[src/rtl/fetch_queue_if.sv]
// Fetch-to-decode queue bundle: fetch push side, decode pop side, flush and occupancy.
// master = the fetch/decode environment, slave = the queue itself.
interface fetch_queue_if #(
  parameter int PTR_W = 2
);
  logic             in_valid;
  logic             in_ready;
  logic [31:0]      in_pc;
  logic [31:0]      in_instr;
  logic             out_valid;
  logic             out_ready;
  logic [31:0]      out_pc;
  logic [31:0]      out_instr;
  logic             flush;
  logic [PTR_W:0]   count;

  modport master (
    output in_valid, in_pc, in_instr, out_ready, flush,
    input  in_ready, out_valid, out_pc, out_instr, count
  );

  modport slave (
    input  in_valid, in_pc, in_instr, out_ready, flush,
    output in_ready, out_valid, out_pc, out_instr, count
  );
endinterface

[src/rtl/fetch_queue.sv]
// Circular decoupling queue between fetch and decode with synchronous flush.
// FETCH_QUEUE_BYPASS_EN: an empty queue forwards the incoming pair to decode combinationally.
module fetch_queue #(
  parameter int DEPTH = 4,
  parameter int PTR_W = 2
) (
  input  logic          clk,
  input  logic          reset,
  fetch_queue_if.slave  q
);
  localparam logic [PTR_W:0] FULL_CNT = (PTR_W+1)'(DEPTH);
  localparam logic [PTR_W:0] ONE_CNT  = (PTR_W+1)'(1);

  logic [63:0]      mem_q [DEPTH];
  logic [PTR_W-1:0] wr_ptr_q, wr_ptr_d;
  logic [PTR_W-1:0] rd_ptr_q, rd_ptr_d;
  logic [PTR_W:0]   count_q, count_d;
  logic             push, pop, head_vld, byp;
  logic [63:0]      head;

  assign head_vld   = (count_q != '0);
  assign head       = mem_q[rd_ptr_q];
  // in_ready is from registered state only, so fetch stall never sees out_ready.
  assign q.in_ready = (count_q != FULL_CNT);
  assign q.count    = count_q;

`ifdef FETCH_QUEUE_BYPASS_EN
  assign byp = ~head_vld & q.in_valid & ~q.flush;
`else
  assign byp = 1'b0;
`endif

  // A bypassed pair that decode takes immediately never occupies a slot.
  assign push = q.in_valid & q.in_ready & ~q.flush & ~(byp & q.out_ready);
  assign pop  = head_vld & q.out_ready & ~q.flush;

  always_comb begin
    q.out_valid = (head_vld & ~q.flush) | byp;
    q.out_pc    = 32'h0;
    q.out_instr = 32'h0;
    if (byp) begin
      q.out_pc    = q.in_pc;
      q.out_instr = q.in_instr;
    end else if (q.out_valid) begin
      q.out_pc    = head[63:32];
      q.out_instr = head[31:0];
    end
  end

  always_comb begin
    wr_ptr_d = wr_ptr_q;
    rd_ptr_d = rd_ptr_q;
    count_d  = count_q;
    if (q.flush) begin
      wr_ptr_d = '0;
      rd_ptr_d = '0;
      count_d  = '0;
    end else begin
      if (push) wr_ptr_d = wr_ptr_q + 1'b1;
      if (pop)  rd_ptr_d = rd_ptr_q + 1'b1;
      case ({push, pop})
        2'b10:   count_d = count_q + ONE_CNT;
        2'b01:   count_d = count_q - ONE_CNT;
        default: count_d = count_q;
      endcase
    end
  end

  always_ff @(posedge clk or negedge reset) begin
    if (!reset) begin
      wr_ptr_q <= '0;
      rd_ptr_q <= '0;
      count_q  <= '0;
    end else begin
      wr_ptr_q <= wr_ptr_d;
      rd_ptr_q <= rd_ptr_d;
      count_q  <= count_d;
    end
  end

  // Storage carries no reset; occupancy alone decides what is meaningful.
  always_ff @(posedge clk) begin
    if (push) mem_q[wr_ptr_q] <= {q.in_pc, q.in_instr};
  end
endmodule

[src/flat_wrapper.sv]
// flat-port wrapper written by rule: the top's interface ports become plain ports
module fetch_queue_flat 
#(
  parameter int DEPTH = 4,
  parameter int PTR_W = 2
)
  (clk, reset, q_in_valid, q_in_pc, q_in_instr, q_out_ready, q_flush, q_in_ready, q_out_valid, q_out_pc, q_out_instr, q_count);
  fetch_queue_if #(.PTR_W(PTR_W)) q_i ();
  input  logic clk;
  input  logic reset;
  input wire logic [$bits(q_i.in_valid)-1:0] q_in_valid;
  input wire logic [$bits(q_i.in_pc)-1:0] q_in_pc;
  input wire logic [$bits(q_i.in_instr)-1:0] q_in_instr;
  input wire logic [$bits(q_i.out_ready)-1:0] q_out_ready;
  input wire logic [$bits(q_i.flush)-1:0] q_flush;
  output wire logic [$bits(q_i.in_ready)-1:0] q_in_ready;
  output wire logic [$bits(q_i.out_valid)-1:0] q_out_valid;
  output wire logic [$bits(q_i.out_pc)-1:0] q_out_pc;
  output wire logic [$bits(q_i.out_instr)-1:0] q_out_instr;
  output wire logic [$bits(q_i.count)-1:0] q_count;
  assign q_i.in_valid = q_in_valid;
  assign q_i.in_pc = q_in_pc;
  assign q_i.in_instr = q_in_instr;
  assign q_i.out_ready = q_out_ready;
  assign q_i.flush = q_flush;
  assign q_in_ready = q_i.in_ready;
  assign q_out_valid = q_i.out_valid;
  assign q_out_pc = q_i.out_pc;
  assign q_out_instr = q_i.out_instr;
  assign q_count = q_i.count;
  fetch_queue #(.DEPTH(DEPTH), .PTR_W(PTR_W)) u_core (.clk(clk), .reset(reset), .q(q_i));
endmodule
[config.mk]
export PLATFORM = sky130hd
export DESIGN_NAME = fetch_queue_flat
export DESIGN_NICKNAME = d
export VERILOG_FILES = /design/src/rtl/fetch_queue_if.sv /design/src/rtl/fetch_queue.sv /design/src/flat_wrapper.sv
export SDC_FILE = /design/constraint.sdc
export NUM_CORES = 1
export LEC_CHECK = 0
export CAP_MARGIN = 5
export CELL_PAD_IN_SITES_DETAIL_PLACEMENT = 1
export CELL_PAD_IN_SITES_GLOBAL_PLACEMENT = 1
export CORE_ASPECT_RATIO = 0.6
export CORE_MARGIN = 2
export CORE_UTILIZATION = 51
export CTS_CLUSTER_SIZE = 24
export DETAILED_ROUTE_END_ITERATION = 7
export PLACE_DENSITY = 0.88
export RECOVER_POWER = 50
export SYNTH_ARGS = -nofsm -noshare
export SYNTH_HDL_FRONTEND = slang
export SYNTH_SLANG_ARGS = --single-unit
[constraint.sdc]
create_clock -name clk -period 4.4 [get_ports clk]
set_input_delay 1.1 -clock clk [delete_from_list [all_inputs] [get_ports clk]]
set_output_delay 1.1 -clock clk [all_outputs]
set_load 0.005 [all_outputs]
==> results of run 1 <==
## through the flow
| step | instances | total power, mW | hold WS (ns) | utilization | cell area [µm²] |
|---|---|---|---|---|---|
| 5_1_grt | 910 | 5.679 | 0.6560 | 0.6411 | 12740 |
| 4_1_cts | 909 | 5.571 | 0.6353 | 0.6413 | 12740 |
| 6_report | 911 | 5.510 | 0.6323 | 0.6412 | 12740 |
| 3_5_place_dp | 866 | 3.552 | 0.6281 | 0.6034 | 11990 |
| 3_3_place_gp | 866 | 3.510 | 0.5579 | 0.6034 | 11990 |
| 2_1_floorplan | 471 | 3.251 | 0.5425 | - | 10260 |
## synth_stat cells (all sizes together) (2+ instances only)
| master | count | area [µm²] |
|---|---|---|
| mux4 | 64 | 1441 |
| buf | 18 | 133.9 |
| nor2 | 7 | 26.28 |
| a211oi | 2 | 15.01 |
| a21oi | 4 | 20.02 |
| and2 | 68 | 425.4 |
| nor3 | 2 | 10.01 |
| xor2 | 2 | 17.52 |
| inv | 2 | 7.510 |
| nand2b | 4 | 25.02 |
| ha | 4 | 50.05 |
| clkbuf | 8 | 40.04 |
| o211ai | 2 | 15.01 |
| edfxtp | 256 | 7687 |
| nand2 | 3 | 11.26 |
| xnor2 | 2 | 17.52 |
| nand3b | 2 | 15.01 |
| dfrtp | 7 | 175.2 |
## cells by family (layout without fill, tap and decap cells)
logic type / count (synthesis) / count (layout)
buffers and inverters: 28 / 193
AO/OA/AOI/OAI: 12 / 12
adder cells (fa/ha/maj): 5 / 5
AND/OR/NAND/NOR: 95 / 95
XOR/XNOR: 4 / 4
flip-flops: 263 / 263
multiplexers: 64 / 64
other: 0 / 2
## final cells by class
cell class	instances	area share
Antenna cell	2	0.0003929
Clock buffer	30	0.05058
Inverter	2	0.0005893
Sequential cell	263	0.6176
Timing Repair Buffer	148	0.1210
Multi-Input combinational cell	180	0.1745
Clock inverter	13	0.008544
Tap cell	273	0.02681
## worst register-to-register path, stage by stage, from the launching register on
cell     delay [ns]
dfrtp_1        0.55
or3b_2         0.35
and3b_1        0.26
and2_0         1.44
buf_12         0.37
## power by group through the flow
stage	logic, mW	registers (mW)	clock network, mW
3_3_place_gp	0.581	2.93	0
5_1_grt	0.636	2.90	2.15
4_1_cts	0.616	2.89	2.07
3_5_place_dp	0.611	2.94	0
6_report	0.590	2.89	2.03
2_1_floorplan	0.341	2.91	0
## registers in the layout, summed over array words and instances, names as in the netlist
name / cells
u_core.wr_ptr_q: 2
u_core.mem_q: 256
u_core.rd_ptr_q: 2
u_core.q.count: 3
## layer usage
layer,global-route usage,vias up
li1,-,2197
met1,0.2997,2683
met2,0.3551,175
met3,0.04000,37
met4,0.04127,2
met5,0,-
## worst max path at each step
stage | startpoint | end | cells past startpoint
2_1_floorplan | q_in_valid | u_core.mem_q[0][0] | 3
3_3_place_gp | q_flush | q_out_instr[23] | 5
3_5_place_dp | q_flush | q_out_instr[21] | 5
4_1_cts | u_core.rd_ptr_q[0] | q_out_pc[23] | 4
5_1_grt | q_in_valid | u_core.mem_q[0][40] | 4
6_report | q_in_valid | u_core.mem_q[0][43] | 4
==> results_dict.tcl, run 1 <==
set metrics [dict create \
    clock_path_buffers 3 \
    drt_iter0_drc 329 \
    seqPwrFrac 0.524 \
    hold_depth 2 \
    worstHoldStart "u_core.wr_ptr_q[1]" \
    grt_pass1_wl_um 34070 \
    slew_viol_final 26 \
    grt_pass1_vias 5587 \
    grt_overflow_total 0 \
    drt-met1-wl_um 9830 \
    nFillCells 1662 \
    r2r-start "u_core.q.count[2]" \
    initial_utilization 0.5162 \
    antenna_left 0 \
    top_layer "met5" \
    dr_wl_met2_um 10830 \
    final_layout_size_suffix_gt1_frac 0.1808 \
    hold_viol_final 0 \
    hp-class "reg2reg" \
    cellPowerDensity_nw_per_um2 432.5 \
    area_delta_synth_final_pct 24.20 \
    worst-r2r-setup-slack_ns 1.09 \
    cts_num_sinks 263 \
    io_pins 138 \
    final_common_cell "edfxtp_1" \
    tns_ns 0 \
    h-tree-depth 1 \
    maxSlewHeadroom -0.2734 \
    tritoncts "built" \
    vias 5094 \
    cts_resized 0 \
    pre_cts_slack_ns 0.5703 \
    synth-seq-cells 263 \
    postSynthAreaPerCell_um2 21.78 \
    criticalPathCategory "in2reg" \
    synth-compound-area-share 0.008051 \
    grt_max_degree 66 \
    mostFrequentLayoutCells "edfxtp_1 (256), clkdlybuf4s50_1 (70), dlygate4sd3_1 (67)" \
    cp_slowest_cell "and2_0" \
    clk_latency_ns 0.51 \
    yosysSeqAreaShare 0.7665 \
    cp_max_fo 39 \
    cp-start-kind "primary input" \
    critPathBufInv 2 \
    wl_per_cell_um 24.46 \
    r2r_end "u_core.mem_q[0][43]" \
    worstMarginPinSlew_ns 1.909 \
    critical_path.top_delay_family "simple AND/OR/NAND/NOR gates" \
    io_buffers 137 \
    min_period_over_period 0.9013 \
    pwr-share-clk 0.369 \
    cap_violations 1 \
    cts_buffers 24 \
    ys_async_sr_fraction 0.02662 \
    fp-row-count 40 \
    fin_skew_ns 0.01682 \
    outcome "finished with violations" \
    clockRootBuffer "clkbuf_16" \
    die_area_um2 21300 \
    syn_nets 545 \
    fp.coreArea_um2 19870 \
    die_w_um 187.1 \
    setup_viol 0 \
    hold_buffers 0 \
    synth.distinct_cells 35 \
    combinationalPowerShare 0.107 \
    failed_checks "capacitance limit, slew limit" \
    synth_top_family_by_area "multiplexers" \
    required_ns 4.58 \
    synth_xor_area_frac 0.003415 \
    synthesis.area_um2 10260 \
    ff2ff_path_depth 4 \
    path_cells "dlygate4sd3_1 -> and3b_1 -> and2_0 -> buf_12" \
    layout_min_cycle_time_ns 3.966 \
    synth_edf_count 256 \
    setup_ws_ns 0.4342 \
    drcViolationCount 0 \
    netlist_instances 471 \
    grt_antenna_before_repair 2 \
    ir_drop_mv 0.2742 \
    wl_met3_um 1238 \
    fmax_mhz 252.2 \
    multi_input_area_um2 2223 \
    vias_per_cell 5.592 \
    synth_ff_type "edfxtp_1" \
    ys_warn_count 0 \
    leakagePower_nw 4.050 \
    synthSimpleGateAreaFrac 0.05697 \
    synth_adder_area_share 0.006831 \
    hold_end "u_core.wr_ptr_q[1]" \
    nets 693 \
    switching_share 0.2156 \
    die_h_um 113.9 \
    post_cts_buffers 0 \
    crit_path_max_incr_delay_ns 1.44 \
    place_hpwl_um 14170 \
    dr.pass1.iters 4 \
    synthMuxAreaShare 0.1405 \
    ff_latch_area_um2 7868 \
    p_int_mw 4.322 \
    drt-total-wl_um 22280 \
    setup.worst_path.end_class "flip-flop" \
    clk_pin_slew_ns 0.06 \
    grt_use_total 0.2125 \
    place_congestion 0.7360 \
    cp.arrival_ns 4.15 \
    switching_power_mw 1.188 \
    rsz0062_at_grt "false" \
]
Note: power is estimated with default switching activity, not from simulation.
==> run 2, diff against run 1 <==
--- a/config.mk
+++ b/config.mk
@@ -18,3 +18,4 @@
 export SYNTH_ARGS = -nofsm -noshare
 export SYNTH_HDL_FRONTEND = slang
 export SYNTH_SLANG_ARGS = --single-unit
+export TNS_END_PERCENT = 100
==> results of run 2 <==
The final DEF is identical to that of run 1; final timing and power are the same.
